`src/rtl/exu_wbck_arb_pkg.sv`:
```
// Shared constants and types for the EXU writeback arbiter.
// Mirrors the E203 defines for data width, register index width and starvation bound.
package exu_wbck_arb_pkg;

    localparam int E203_XLEN            = 32;
    localparam int E203_RFIDX_WIDTH     = 5;
    localparam int E203_WBCK_STARVE_MAX = 7;

    // Which rule selected this cycle's winner.
    typedef enum logic [1:0] {
        SRC_NONE   = 2'd0,
        SRC_STARVE = 2'd1,
        SRC_ALU    = 2'd2,
        SRC_RR     = 2'd3
    } grant_src_e;

    // Bits needed to hold values 0..n-1 (never less than one bit).
    function automatic int idx_width(input int n);
        int w;
        w = 1;
        while ((1 << w) < n) w++;
        return w;
    endfunction

endpackage

```
`src/rtl/exu_wbck_arb_if.sv`:
```
// Writeback requester bundle plus the register-file write port.
// The arbiter takes the slave view; requesters and the register file take the master view.
interface exu_wbck_arb_if #(
    parameter int NREQ    = 4,
    parameter int XLEN    = exu_wbck_arb_pkg::E203_XLEN,
    parameter int RFIDX_W = exu_wbck_arb_pkg::E203_RFIDX_WIDTH
);
    // A write transfers on a rising edge where req_valid[i] and req_ready[i] are both high;
    // once raised, req_valid[i] and its idx/dat slices hold until that transfer.
    logic [NREQ-1:0]         req_valid;
    logic [NREQ-1:0]         req_ready;
    logic [NREQ*RFIDX_W-1:0] req_idx;
    logic [NREQ*XLEN-1:0]    req_dat;
    logic                    wbck_dest_wen;
    logic [RFIDX_W-1:0]      wbck_dest_idx;
    logic [XLEN-1:0]         wbck_dest_dat;
    logic                    starve_evt;

    modport master (
        output req_valid, req_idx, req_dat,
        input  req_ready, wbck_dest_wen, wbck_dest_idx, wbck_dest_dat, starve_evt
    );

    modport slave (
        input  req_valid, req_idx, req_dat,
        output req_ready, wbck_dest_wen, wbck_dest_idx, wbck_dest_dat, starve_evt
    );
endinterface

```
`src/rtl/exu_wbck_rr_pick.sv`:
```
// Combinational round-robin pick: first set valid bit at or after start_i, wrapping,
// returned one-hot. start_i must be below N.
module exu_wbck_rr_pick #(
    parameter int N  = 3,
    parameter int SW = 2
) (
    input  logic [N-1:0]  valid_i,
    input  logic [SW-1:0] start_i,
    output logic [N-1:0]  grant_o
);
    logic [2*N-1:0] rot_dbl;
    logic [N-1:0]   rot;
    logic [N-1:0]   pick;
    logic [2*N-1:0] back_dbl;

    // Rotate so start_i lands at bit 0, take the lowest set bit, rotate back.
    always_comb begin
        rot_dbl = {valid_i, valid_i} >> start_i;
        rot     = rot_dbl[N-1:0];
        pick    = '0;
        for (int j = N - 1; j >= 0; j--) begin
            if (rot[j]) begin
                pick    = '0;
                pick[j] = 1'b1;
            end
        end
        back_dbl = {pick, pick} << start_i;
        grant_o  = back_dbl[2*N-1:N];
    end

endmodule

```
`src/rtl/exu_wbck_arb.sv`:
```
// Writeback arbiter: one register-file write port shared by the ALU (requester 0) and the
// long-pipe sources, with starvation preemption of the ALU and a registered output stage.
module exu_wbck_arb
    import exu_wbck_arb_pkg::*;
#(
    parameter int NREQ       = 4,
    parameter int XLEN       = E203_XLEN,
    parameter int RFIDX_W    = E203_RFIDX_WIDTH,
    parameter int STARVE_MAX = E203_WBCK_STARVE_MAX
) (
    input  logic          clk,
    input  logic          rst,
    exu_wbck_arb_if.slave bus
);
    localparam int NLP   = NREQ - 1;
    localparam int PTR_W = idx_width(NREQ);
    localparam int CNT_W = idx_width(STARVE_MAX + 1);
    localparam logic [CNT_W-1:0] CNT_MAX = CNT_W'(STARVE_MAX);

    // rr_ptr holds the requester number 1..NREQ-1; wait counters are indexed by requester-1.
    logic [PTR_W-1:0]   rr_ptr_q, rr_ptr_d;
    logic [CNT_W-1:0]   wait_q [NLP];
    logic [CNT_W-1:0]   wait_d [NLP];

    logic [NLP-1:0]     lp_valid;
    logic [NLP-1:0]     starve_vec;
    logic [NLP-1:0]     starve_oh;
    logic [NLP-1:0]     rr_grant;
    logic [NLP-1:0]     lp_grant;
    logic [NREQ-1:0]    grant;
    grant_src_e         src;

    logic [RFIDX_W-1:0] win_idx;
    logic [XLEN-1:0]    win_dat;
    logic               xfer;
    logic               wen_q, wen_d;
    logic [RFIDX_W-1:0] idx_q, idx_d;
    logic [XLEN-1:0]    dat_q, dat_d;

    assign lp_valid = bus.req_valid[NREQ-1:1];

    exu_wbck_rr_pick #(.N(NLP), .SW(PTR_W)) u_rr_pick (
        .valid_i (lp_valid),
        .start_i (rr_ptr_q - PTR_W'(1)),
        .grant_o (rr_grant)
    );

    always_comb begin
        starve_vec = '0;
        starve_oh  = '0;
        for (int j = 0; j < NLP; j++) begin
            starve_vec[j] = lp_valid[j] && (wait_q[j] == CNT_MAX);
        end
        for (int j = NLP - 1; j >= 0; j--) begin
            if (starve_vec[j]) begin
                starve_oh    = '0;
                starve_oh[j] = 1'b1;
            end
        end
    end

    always_comb begin
        src      = SRC_NONE;
        lp_grant = '0;
        if (|starve_vec) begin
            src      = SRC_STARVE;
            lp_grant = starve_oh;
        end else if (bus.req_valid[0]) begin
            src = SRC_ALU;
        end else if (|lp_valid) begin
            src      = SRC_RR;
            lp_grant = rr_grant;
        end
        grant = rst ? '0 : {lp_grant, src == SRC_ALU};
    end

    // Winner mux, output-stage next state, pointer and wait-counter updates.
    always_comb begin
        win_idx = '0;
        win_dat = '0;
        for (int i = 0; i < NREQ; i++) begin
            if (grant[i]) begin
                win_idx = bus.req_idx[i*RFIDX_W +: RFIDX_W];
                win_dat = bus.req_dat[i*XLEN +: XLEN];
            end
        end
        xfer  = |grant;
        wen_d = xfer && (win_idx != '0);
        idx_d = xfer ? win_idx : idx_q;
        dat_d = xfer ? win_dat : dat_q;

        rr_ptr_d = rr_ptr_q;
        for (int j = 0; j < NLP; j++) begin
            if (grant[j+1]) begin
                rr_ptr_d = (j == NLP - 1) ? PTR_W'(1) : PTR_W'(j + 2);
            end
            if (grant[j+1] || !lp_valid[j]) begin
                wait_d[j] = '0;
            end else if (wait_q[j] == CNT_MAX) begin
                wait_d[j] = wait_q[j];
            end else begin
                wait_d[j] = wait_q[j] + CNT_W'(1);
            end
        end
    end

    always_ff @(posedge clk or posedge rst) begin
        if (rst) begin
            rr_ptr_q <= PTR_W'(1);
            for (int j = 0; j < NLP; j++) wait_q[j] <= '0;
        end else begin
            rr_ptr_q <= rr_ptr_d;
            for (int j = 0; j < NLP; j++) wait_q[j] <= wait_d[j];
        end
    end

    // Output stage in load-enable flop style; idx/dat hold when nothing transfers.
    always_ff @(posedge clk or posedge rst) begin
        if (rst) begin
            wen_q <= 1'b0;
            idx_q <= '0;
            dat_q <= '0;
        end else begin
            wen_q <= wen_d;
            idx_q <= idx_d;
            dat_q <= dat_d;
        end
    end

    assign bus.req_ready     = grant;
    assign bus.starve_evt    = (src == SRC_STARVE) && !rst;
    assign bus.wbck_dest_wen = wen_q;
    assign bus.wbck_dest_idx = idx_q;
    assign bus.wbck_dest_dat = dat_q;

endmodule
```
`src/flat_wrapper.sv`:
```
// flat-port wrapper written by rule: the top's interface ports become plain ports
module exu_wbck_arb_flat import exu_wbck_arb_pkg::*;
#(
    parameter int NREQ       = 4,
    parameter int XLEN       = E203_XLEN,
    parameter int RFIDX_W    = E203_RFIDX_WIDTH,
    parameter int STARVE_MAX = E203_WBCK_STARVE_MAX
)
  (clk, rst, bus_req_valid, bus_req_idx, bus_req_dat, bus_req_ready, bus_wbck_dest_wen, bus_wbck_dest_idx, bus_wbck_dest_dat, bus_starve_evt);
  exu_wbck_arb_if #(.NREQ(NREQ), .XLEN(XLEN), .RFIDX_W(RFIDX_W)) bus_i ();
  input  logic clk;
  input  logic rst;
  input wire logic [$bits(bus_i.req_valid)-1:0] bus_req_valid;
  input wire logic [$bits(bus_i.req_idx)-1:0] bus_req_idx;
  input wire logic [$bits(bus_i.req_dat)-1:0] bus_req_dat;
  output wire logic [$bits(bus_i.req_ready)-1:0] bus_req_ready;
  output wire logic [$bits(bus_i.wbck_dest_wen)-1:0] bus_wbck_dest_wen;
  output wire logic [$bits(bus_i.wbck_dest_idx)-1:0] bus_wbck_dest_idx;
  output wire logic [$bits(bus_i.wbck_dest_dat)-1:0] bus_wbck_dest_dat;
  output wire logic [$bits(bus_i.starve_evt)-1:0] bus_starve_evt;
  assign bus_i.req_valid = bus_req_valid;
  assign bus_i.req_idx = bus_req_idx;
  assign bus_i.req_dat = bus_req_dat;
  assign bus_req_ready = bus_i.req_ready;
  assign bus_wbck_dest_wen = bus_i.wbck_dest_wen;
  assign bus_wbck_dest_idx = bus_i.wbck_dest_idx;
  assign bus_wbck_dest_dat = bus_i.wbck_dest_dat;
  assign bus_starve_evt = bus_i.starve_evt;
  exu_wbck_arb #(.NREQ(NREQ), .XLEN(XLEN), .RFIDX_W(RFIDX_W), .STARVE_MAX(STARVE_MAX)) u_core (.clk(clk), .rst(rst), .bus(bus_i));
endmodule
```
`config.mk`:
```
export PLATFORM = sky130hd
export DESIGN_NAME = exu_wbck_arb_flat
export DESIGN_NICKNAME = d
export VERILOG_FILES = /design/src/rtl/exu_wbck_arb_pkg.sv /design/src/rtl/exu_wbck_arb_if.sv /design/src/rtl/exu_wbck_rr_pick.sv /design/src/rtl/exu_wbck_arb.sv /design/src/flat_wrapper.sv
export SDC_FILE = /design/constraint.sdc
export NUM_CORES = 1
export LEC_CHECK = 0
export BUFFER_PORTS_ARGS = -buffer_cell sky130_fd_sc_hd__buf_2
export CAP_MARGIN = 15
export CORE_MARGIN = 1.5
export CORE_UTILIZATION = 38
export CTS_CLUSTER_SIZE = 12
export DETAILED_ROUTE_END_ITERATION = 10
export GPL_TIMING_DRIVEN = 0
export PLACE_DENSITY = 0.82
export SLEW_MARGIN = 25
export SYNTH_ARGS = -nofsm -noshare
export SYNTH_HDL_FRONTEND = slang
export SYNTH_SLANG_ARGS = --single-unit
```
`constraint.sdc`:
```
create_clock -name clk -period 2.7 [get_ports clk]
set_input_delay 0.135 -clock clk [delete_from_list [all_inputs] [get_ports clk]]
set_output_delay 0.135 -clock clk [all_outputs]
set_load 0.05 [all_outputs]
```
[Word-level counts from Yosys, hierarchy flattened]
Index checks and enable logic that the tools add are counted.
Word-level totals
  register bits after elaboration: 49
  bits of input ports: 154
  output and inout port bits: 43
  word-level logic and storage cells: 68
Cells by class
  add/subtract/negate cells: 4
  eq/ne operators: 8
  shift-type cells: 2
  muxes and demuxes: 30
  reductions and logical operators: 17
Operators by type and width (count)
  $mux W32: 4
  $mux W3: 15
  $mux W5: 4
  $mux W2: 6
  $add A3 B1 Y3 const B: 3
  $eq A3 B3 Y1 const B: 3
  $reduce_or A3 Y1: 2
  $shl A6 B2 Y6: 1
  $shr A6 B2 Y3: 1
  $logic_and A1 B1 Y1: 5
  $reduce_bool A5 Y1: 1
  $logic_not A1 Y1: 4
  $mux W4: 1
  $ne A2 B1 Y1 const B: 2
  $reduce_or A4 Y1: 1
  $logic_or A1 B1 Y1: 3
  $reduce_bool A3 Y1: 1
  $eq A2 B1 Y1 const B: 1
  $eq A2 B2 Y1 const B: 1
  $ne A2 B2 Y1 const B: 1
  $sub A2 B1 Y2 const B: 1

[Depth between registers and ports, before layout]
Gate-level depths: netlist (run 1).
  depth after elaboration: 16
  gate-level depth with buffers: 12
  depth with buffers taken out: 9

[By module]
Synthesis (run 1) repeated with hierarchy kept, for this count alone.
Unflattened totals
  cells, all modules: 303
  area total of the unflattened synthesis: 2937.8 um^2
By module, submodules not included
  exu_wbck_arb: instances 1, cells each 293, area each 2862.7 um^2, sequential area each 1227.4 um^2
  exu_wbck_rr_pick: instances 1, cells each 10, area each 75.1 um^2, sequential area each 0.0 um^2

[Least setup slack after synthesis (run 1)]
OpenSTA, ideal clock, no wires.
  kind: input to register
  start: in rst
  end: reg u_core.wen_q, in the netlist u_core.bus.wbck_dest_wen
  setup time: 0.139 ns
  arrival: 2.712 ns
  data required time: 2.561 ns
  slack: -0.150 ns
  stages on the path: 7
  path buffers: 0
  cell sequence: inv_1 -> nand2_1 -> or3_4 -> clkinv_4 -> nand2b_1 -> a32o_1 -> or4_1
Between the ends
  cells in the longest elaborated chain, start to end: 7
  elaborated cells between the ends (all ways): 8
  those cells by class: 5 x mux; 3 x reduce/logical
RTL lines
  start: declaration: line flat_wrapper.sv:12  | input logic rst;
  $mux W4 *: line exu_wbck_arb.sv:74  | grant = rst ? '0 : {lp_grant, src == SRC_ALU};
  $mux W5 (4 in a row): line exu_wbck_arb.sv:82  | if (grant[i]) begin
  $reduce_bool A5 Y1: line exu_wbck_arb.sv:88  | wen_d = xfer && (win_idx != '0);
  $logic_and A1 B1 Y1 *: line exu_wbck_arb.sv:88
  named net u_core.wen_d: line exu_wbck_arb.sv:36  | logic wen_q, wen_d;
  end signal: assignment: line exu_wbck_arb.sv:124  | wen_q <= wen_d;
  end: declaration: line exu_wbck_arb.sv:36
The timed path passes the listed nets; every way through them passes the cells marked *.
A chain may end at the register's enable or synchronous reset.

[Final worst setup path (run 1)]
  start: reg u_core.wait_q[6] (netlist name)
  end: reg u_core.wen_q, in the netlist u_core.bus.wbck_dest_wen
Between the ends
  cells in the longest elaborated chain, start to end: 12
  elaborated cells between the ends (all ways): 15
  those cells by class: 2 x eq/ne; 8 x mux; 5 x reduce/logical
RTL lines
  start: declaration: line exu_wbck_arb.sv:22  | logic [CNT_W-1:0] wait_q [NLP];
  $eq A3 B3 Y1 *: line exu_wbck_arb.sv:52  | starve_vec[j] = lp_valid[j] && (wait_q[j] == CNT_MAX);
  $logic_and A1 B1 Y1 *: line exu_wbck_arb.sv:52
  $reduce_or A3 Y1: line exu_wbck_arb.sv:65  | if (|starve_vec) begin
  $mux W2: line exu_wbck_arb.sv:65
  $eq A2 B2 Y1: line exu_wbck_arb.sv:74
  $mux W4 *: line exu_wbck_arb.sv:74
  $mux W5 (4 in a row): line exu_wbck_arb.sv:82
  $reduce_bool A5 Y1: line exu_wbck_arb.sv:88
  $logic_and A1 B1 Y1 *: line exu_wbck_arb.sv:88
  named net u_core.wen_d: line exu_wbck_arb.sv:36
Marked as above.

==> results of run 1 <==
## layout make-up
type	count	area [um^2]	area share
inverter	10	53.8	0.0121
clock inverter	1	7.51	0.00169
clock buffer	7	76.3	0.0171
buffer	22	194	0.0435
timing repair buffer	208	1140	0.255
tap	99	124	0.0278
sequential	49	1230	0.276
multi-input combinational	199	1640	0.367
## critical path, stage by stage, from the launching register on
cell	delay, ns
dfrtp_1	0.40
ha_1	0.20
ha_1	0.22
nand2_2	0.12
nand2_1	0.11
or3_4	0.44
inv_8	0.13
nand2b_1	0.07
a32o_1	0.28
or4_1	0.51
## power groups by stage
| stage | Sequential, W | Clock (W) | Combinational, W |
|---|---|---|---|
| finish | 0.00112 | 0.000432 | 0.00184 |
| global placement | 0.00112 | 0 | 0.00173 |
| detailed placement | 0.00112 | 0 | 0.00176 |
| global route | 0.00115 | 0.000465 | 0.00194 |
| floorplan | 0.00183 | 0 | 0.000545 |
| CTS | 0.00111 | 0.000438 | 0.00181 |
## cell usage after synthesis, drive strengths merged (2+ instances only)
library cell / count
a211oi: 2
a21o: 9
a21oi: 6
a221o: 10
a221oi: 12
a222oi: 2
a22o: 10
a22oi: 15
a2bb2oi: 13
a31oi: 4
a32o: 2
and2: 2
buf: 16
clkbuf: 9
dfrtp: 48
ha: 6
inv: 9
mux2: 10
mux2i: 4
nand2: 10
nand2b: 3
nand3: 4
nor2: 17
nor2b: 4
nor3: 2
nor3b: 3
o2111ai: 3
o21a: 2
o21ai: 2
o221ai: 13
o22ai: 4
o2bb2ai: 9
or3: 2
xor2: 2
## worst paths after layout
check / start / to / cells after the start
max in group asynchronous: rst / u_core.rr_ptr_q[0]$_DFFE_PP1P_ / 4
min in group asynchronous: rst / u_core.wait_q[7]$_DFFE_PP0P_ / 4
worst max-delay path: u_core.wait_q[6]$_DFFE_PP0P_ / u_core.bus.wbck_dest_wen$_DFF_PP0_ / 9
worst min-delay path: bus_req_dat[118] / u_core.bus.wbck_dest_dat[22]$_DFFE_PP0P_ / 3
worst min register to register: u_core.bus.wbck_dest_idx[2]$_DFFE_PP0P_ / u_core.bus.wbck_dest_idx[2]$_DFFE_PP0P_ / 1
worst max register to register: u_core.wait_q[6]$_DFFE_PP0P_ / u_core.bus.wbck_dest_wen$_DFF_PP0_ / 9
## cells by family (layout without fill, tap and decap cells)
logic type               Yosys count  count (layout)
AO/OA/AOI/OAI                    126             126
AND/OR/NAND/NOR                   51              51
flip-flops                        49              49
buffers and inverters             35             248
multiplexers                      14              14
adder cells (fa/ha/maj)            6               6
XOR/XNOR                           2               2
## what timing repair did
action                                 in CTS  in global routing
pin swaps                                   4                  4
hold buffers                                2                  0
resized for setup                          42                 28
endpoints found under the hold margin      26                  0
setup endpoints to repair                  41                 36
buffers inserted                            7                  4
## through the flow
stage	instances	cell area [um^2]	total power (W)
finish	595	4450	0.00339
global route	595	4450	0.00355
CTS	591	4330	0.00336
detailed placement	577	4040	0.00288
global placement	576	4020	0.00285
floorplan	283	2930	0.00238
## layout by cell type, fill, tap and decap left out, types with 5 or more instances in the layout
cell type / n
a21o_1: 9
a221o_1: 10
a221oi_1: 10
a22o_1: 10
a22oi_1: 14
a2bb2oi_1: 13
buf_2: 194
buf_4: 14
buf_8: 8
clkbuf_1: 6
clkbuf_8: 5
dfrtp_1: 48
mux2_2: 10
nand2_1: 9
nor2_1: 17
o221ai_1: 13
o2bb2ai_1: 9
## state kept, by name, summed over array words and instances, names as in the netlist
name	cells
u_core.bus.wbck_dest_dat	32
u_core.bus.wbck_dest_idx	5
u_core.bus.wbck_dest_wen	1
u_core.rr_ptr_q	2
u_core.wait_q	9
## per-layer routing
metal	global-route usage	up-vias	routed length (um)
met4	0.0595	0	190
met1	0.313	1619	4310
met2	0.463	190	5460
met3	0.0513	20	918
li1	-	1566	-
met5	0	-	0
==> results.py, run 1 <==
metrics = {
    "sta": {
        "timing.final.crit_share": 0.971,
        "finalClockSkew_ns": 0.0124,
        "final.setup.worst_slack_ns": 0.0787,
        "final.setup.tns_ns": 0,
        "finalCriticalPeriod_ns": 2.62,
        "hold_viol": 0,
        "max_freq_ghz": 0.381,
        "maxSlewViolCount": 0,
        "worstMarginPinSlew_ns": 0.683,
        "relSlewSlack": 0.545,
        "holdWs_ns": 0.0866,
        "setup_viol": 0,
    },
    "die": {
        "die_y_um": 90.7,
        "dieArea_mm2": 0.00823,
        "die_width_um": 90.7,
        "start_util": 0.397,
        "io_pins": 197,
        "rows": 31,
        "design.core.area_mm2": 0.00737,
    },
    "detailed_routing": {
        "first_pass_iters": 7,
        "final_antenna_net_count": 0,
        "wire_per_inst_um": 18.3,
        "drc": 0,
        "drtIter0Drc": 196,
        "via_per_inst": 5.71,
        "routed_wl_um": 10900,
        "vias": 3395,
    },
    "clock_tree": {
        "clk_pin_slew_ns": 0.10,
        "ctsLongestPathBuffers": 2,
        "clk_latency_ns": 0.31,
        "h-tree-depth": 2,
        "cts_sinks": 49,
        "cts_root_buffer": "clkbuf_8",
        "cts_buffers": 5,
        "cts_tree": "done",
    },
    "setup_path": {
        "crit_arrival_ns": 2.79,
        "endpoint_kind": "register",
        "crit_path_start_kind": "register",
        "crit_fanout": 17,
        "cp_data_required_time_ns": 2.87,
        "criticalPathCategory": "register to register",
        "reg2reg_slack_ns": 0.08,
    },
    "cells_and_area": {
        "final_nets": 655,
        "drive_gt1_frac": 0.530,
        "n_fill_cell": 646,
        "final_core_utilization": 0.604,
        "syn_to_final_growth_pct": 52.3,
        "diodes": 0,
    },
    "pwr": {
        "ir_drop_v": 0.000474,
        "internal_power_w": 0.00176,
        "switching_share": 0.480,
        "clock_power_share": 0.128,
        "share_comb_of_total_power": 0.542,
        "power.density_mw_per_mm2": 760,
        "switching_power_w": 0.00163,
        "seqPwrFrac": 0.330,
        "p_leak_nw": 2.24,
    },
    "logic_synthesis": {
        "synth_area_per_cell_um2": 10.3,
        "synth_edf_count": 0,
        "yosys_warnings": 0,
        "synth_top_family_by_area": "compound AO/OA/AOI/OAI gates",
        "synth_seq_cells": 49,
        "synth_compound_area_frac": 0.356,
        "dominantRegCellSynth": "dfrtp_1",
        "yosys.area.top_type": "dfrtp_1",
        "synth_top_area_share": 0.411,
        "ys_async_sr_fraction": 1.00,
        "synthMuxAreaShare": 0.0522,
        "synthAdderAreaFrac": 0.0257,
        "synthTopCellsByArea": "dfrtp_1 (41%), a2bb2oi_1 (3.9%), o221ai_1 (3.9%)",
        "synth.cell_area_mm2": 0.00293,
        "seq_area_frac_synth": 0.420,
        "synth-simple-area-share": 0.0868,
        "synth_xor_area_frac": 0.00599,
        "syn-instance-count": 283,
        "syn_nets": 443,
        "ys_types": 54,
    },
    "global_routing": {
        "grt_pass1_wl_um": 16700,
        "grt_antenna_before_repair": 0,
        "gr-total-overflow": 0,
        "grt.total_usage": 0.257,
        "grt_pass1_vias": 3290,
        "grt_max_degree": 27,
    },
    "run_status": {
        "status": "finished clean",
    },
    "run": {
        "drv_cap": 0,
    },
    "place": {
        "place_congestion": 0.938,
        "port_buffers": 194,
        "place_hpwl_um": 8300,
        "dp_slack_ns": -0.491,
    },
    "hold_path": {
        "min_path_type": "input pin to register",
    },
}
(Power assumes the default switching activity.)
==> run 2: changes to the inputs <==
--- a/config.mk
+++ b/config.mk
@@ -5,10 +5,11 @@
 export SDC_FILE = /design/constraint.sdc
 export NUM_CORES = 1
 export LEC_CHECK = 0
+export ABC_AREA = 1
 export BUFFER_PORTS_ARGS = -buffer_cell sky130_fd_sc_hd__buf_2
 export CAP_MARGIN = 15
 export CORE_MARGIN = 1.5
-export CORE_UTILIZATION = 38
+export CORE_UTILIZATION = 39
 export CTS_CLUSTER_SIZE = 12
 export DETAILED_ROUTE_END_ITERATION = 10
 export GPL_TIMING_DRIVEN = 0
==> run 2 against run 1 <==
  * The run now ends with hold timing left
  * Sequential power up 14%
  * Utilization decreased by 3.4 points
  * First-iteration DRC count shrank 26%
  * Die area is 4.1% higher
  * Synthesized cell count increased by 63%
  * Highest routed layer unchanged
==> results.py, run 2 <==
metrics = {
    "die": {
        "io_pins": 197,
        "rows": 32,
        "design.core.area_mm2": 0.00777,
        "start_util": 0.403,
        "dieArea_mm2": 0.00857,
        "die_width_um": 92.6,
        "die_y_um": 92.6,
    },
    "detailed_routing": {
        "first_pass_iters": 4,
        "via_per_inst": 4.99,
        "wire_per_inst_um": 13.2,
        "drtIter0Drc": 146,
        "vias": 3835,
        "final_antenna_net_count": 0,
        "drc": 0,
        "routed_wl_um": 10200,
    },
    "cells_and_area": {
        "n_fill_cell": 779,
        "final_core_utilization": 0.571,
        "largest_register_ffs": 32,
        "fin_area_mm2": 0.00443,
        "diodes": 0,
        "layout_common_cells": "nand2_1 (218), buf_2 (195), nand3_1 (65), dfrtp_1 (48), a21oi_1 (32)",
        "drive_gt1_frac": 0.382,
        "multi_input_area_mm2": 0.00175,
        "ff_latch_area_mm2": 0.00123,
        "final_common_cell": "nand2_1",
        "final_nets": 827,
        "syn_to_final_growth_pct": 41.6,
    },
    "global_routing": {
        "grt_antenna_before_repair": 0,
        "grt_pass1_vias": 3743,
        "grt_max_degree": 58,
        "gr-total-overflow": 0,
        "grt.total_usage": 0.234,
        "grt_pass1_wl_um": 16100,
    },
    "setup_path": {
        "endpoint_kind": "primary output",
        "reg2reg_slack_ns": 0.17,
        "reg2regPathDepth": 12,
        "crit_fanout": 10,
        "r2r_start": "u_core.wait_q[6]$_DFFE_PP0P_",
        "crit_path_start_kind": "register",
        "r2r_end": "u_core.bus.wbck_dest_dat[29]$_DFFE_PP0P_",
        "crit_arrival_ns": 2.42,
        "criticalPathCategory": "register to primary output",
        "cp_data_required_time_ns": 2.57,
    },
    "sta": {
        "holdWs_ns": -0.00258,
        "timing.final.crit_share": 0.946,
        "worstMarginPinSlew_ns": 0.680,
        "finalCriticalPeriod_ns": 2.55,
        "finalClockSkew_ns": 0.00672,
        "setup_viol": 0,
        "final.setup.tns_ns": 0,
        "maxSlewViolCount": 0,
        "hold_viol": 14,
        "max_freq_ghz": 0.391,
        "relSlewSlack": 0.547,
    },
    "clock_tree": {
        "ctsLongestPathBuffers": 2,
        "hold_buffers": 0,
        "clk_latency_ns": 0.29,
        "cts_root_buffer": "clkbuf_8",
        "cts_buffers": 5,
        "cts_tree": "done",
        "cts_sinks": 49,
        "clk_pin_slew_ns": 0.09,
        "h-tree-depth": 2,
    },
    "logic_synthesis": {
        "synth.cell_area_mm2": 0.00313,
        "seq_area_frac_synth": 0.392,
        "ys_types": 27,
        "synth_seq_cells": 49,
        "synth_area_per_cell_um2": 6.78,
        "syn-instance-count": 462,
        "yosysMostFrequentCell": "nand2_1",
        "yosys_warnings": 0,
        "ys_async_sr_fraction": 1.00,
        "synth_commonest_cells": "nand2_1 (220), nand3_1 (66), dfrtp_1 (48)",
        "syn_nets": 622,
        "synthTopCellsByArea": "dfrtp_1 (38%), nand2_1 (26%), nand3_1 (11%)",
        "synth_top_area_share": 0.384,
        "yosys.area.top_type": "dfrtp_1",
        "dominantRegCellSynth": "dfrtp_1",
        "synth_edf_count": 0,
    },
    "run_status": {
        "violations": "hold timing",
        "status": "finished with violations",
    },
    "pwr": {
        "p_leak_nw": 2.60,
        "ir_drop_v": 0.000666,
        "power.density_mw_per_mm2": 1120,
    },
    "hold_path": {
        "min_path_type": "input pin to async pin",
    },
    "place": {
        "place_congestion": 0.918,
        "place_hpwl_um": 7930,
        "port_buffers": 196,
        "dpl_cell_area_mm2": 0.00424,
    },
    "run": {
        "drv_cap": 0,
    },
}
run 2: cell count changes in the layout (fill, tap and decap cells not counted), sizes merged, moves of 12 or more:
cell / before / now
nand3: 4 / 66
a21oi: 6 / 34
a221oi: 12 / 0
nand2: 10 / 238
buf: 222 / 209
a22oi: 15 / 0
a2bb2oi: 13 / 0
o221ai: 13 / 0
run 2: timing repair:
action,in CTS,in global routing
pin swaps,1,3
setup endpoints to repair,26,42
gates resized for setup,10,21
buffers inserted,1,2
hold endpoints to repair,0,0
run 2: logic make-up (layout without fill, tap and decap cells):
| family | Yosys count | in the layout | synth area share |
|---|---|---|---|
| adder cells (fa/ha/maj) | 6 | 6 | 0.0240 |
| AO/OA/AOI/OAI | 42 | 42 | 0.0763 |
| XOR/XNOR | 2 | 2 | 0.00560 |
| buffers and inverters | 38 | 243 | 0.0603 |
| AND/OR/NAND/NOR | 325 | 325 | 0.442 |
| flip-flops | 49 | 49 | 0.392 |
run 2: worst max-delay path by stage:
stage                     slack (ns)  cells after the start                                  endpoint                      startpoint
after floorplan                 0.13                     10              u_core.wait_q[5]$_DFFE_PP0P_    u_core.wait_q[6]$_DFFE_PP0P_
after global placement          -0.1                     10  u_core.bus.wbck_dest_dat[23]$_DFFE_PP0P_                             rst
after detailed placement       -0.20                     10  u_core.bus.wbck_dest_dat[28]$_DFFE_PP0P_                             rst
after CTS                       0.02                      8                          bus_req_ready[2]    u_core.wait_q[6]$_DFFE_PP0P_
after global routing           -0.02                     12                          bus_req_ready[3]  u_core.rr_ptr_q[0]$_DFFE_PP1P_
final                           0.15                      9                          bus_req_ready[1]    u_core.wait_q[6]$_DFFE_PP0P_
run 2: worst max-delay path: stages (launching register included):
cell,delay (ns)
dfrtp_1,0.40
ha_1,0.21
ha_1,0.26
nand2_2,0.14
nand3_1,0.17
a311oi_2,0.24
nand3_2,0.14
a21oi_4,0.19
buf_4,0.19
buf_6,0.17
run 2: power breakdown:
part | total (W) | switching [W] | internal, W
clock | 0.000429 | 0.000225 | 0.000204
sequential | 0.00128 | 0.000198 | 0.00108
combinational | 0.00326 | 0.00231 | 0.000948
total | 0.00497 | 0.00274 | 0.00223
run 2: final cells by class:
class / count / area share
plain buffers: 18 / 0.0299
clock buffers: 7 / 0.0195
inverters: 19 / 0.0172
multi-input cells: 375 / 0.395
flip-flops and latches: 49 / 0.277
well taps: 102 / 0.0288
repair buffers: 199 / 0.233
run 2: per-layer routing:
layer	vias up	GRT usage	wire length (um)
li1	1888	-	-
met1	1760	0.264	3930
met5	-	0	0
met3	24	0.0386	684
met4	0	0.0833	269
met2	163	0.439	5300
run 2: metrics by stage:
stage / power [W] / std cells / setup WS (ns)
floorplan: 0.00362 / 462 / 0.135
global placement: 0.00435 / 760 / -0.0950
detailed placement: 0.00445 / 760 / -0.200
CTS: 0.00491 / 767 / 0.0189
global route: 0.00531 / 769 / -0.0219
finish: 0.00497 / 769 / 0.146
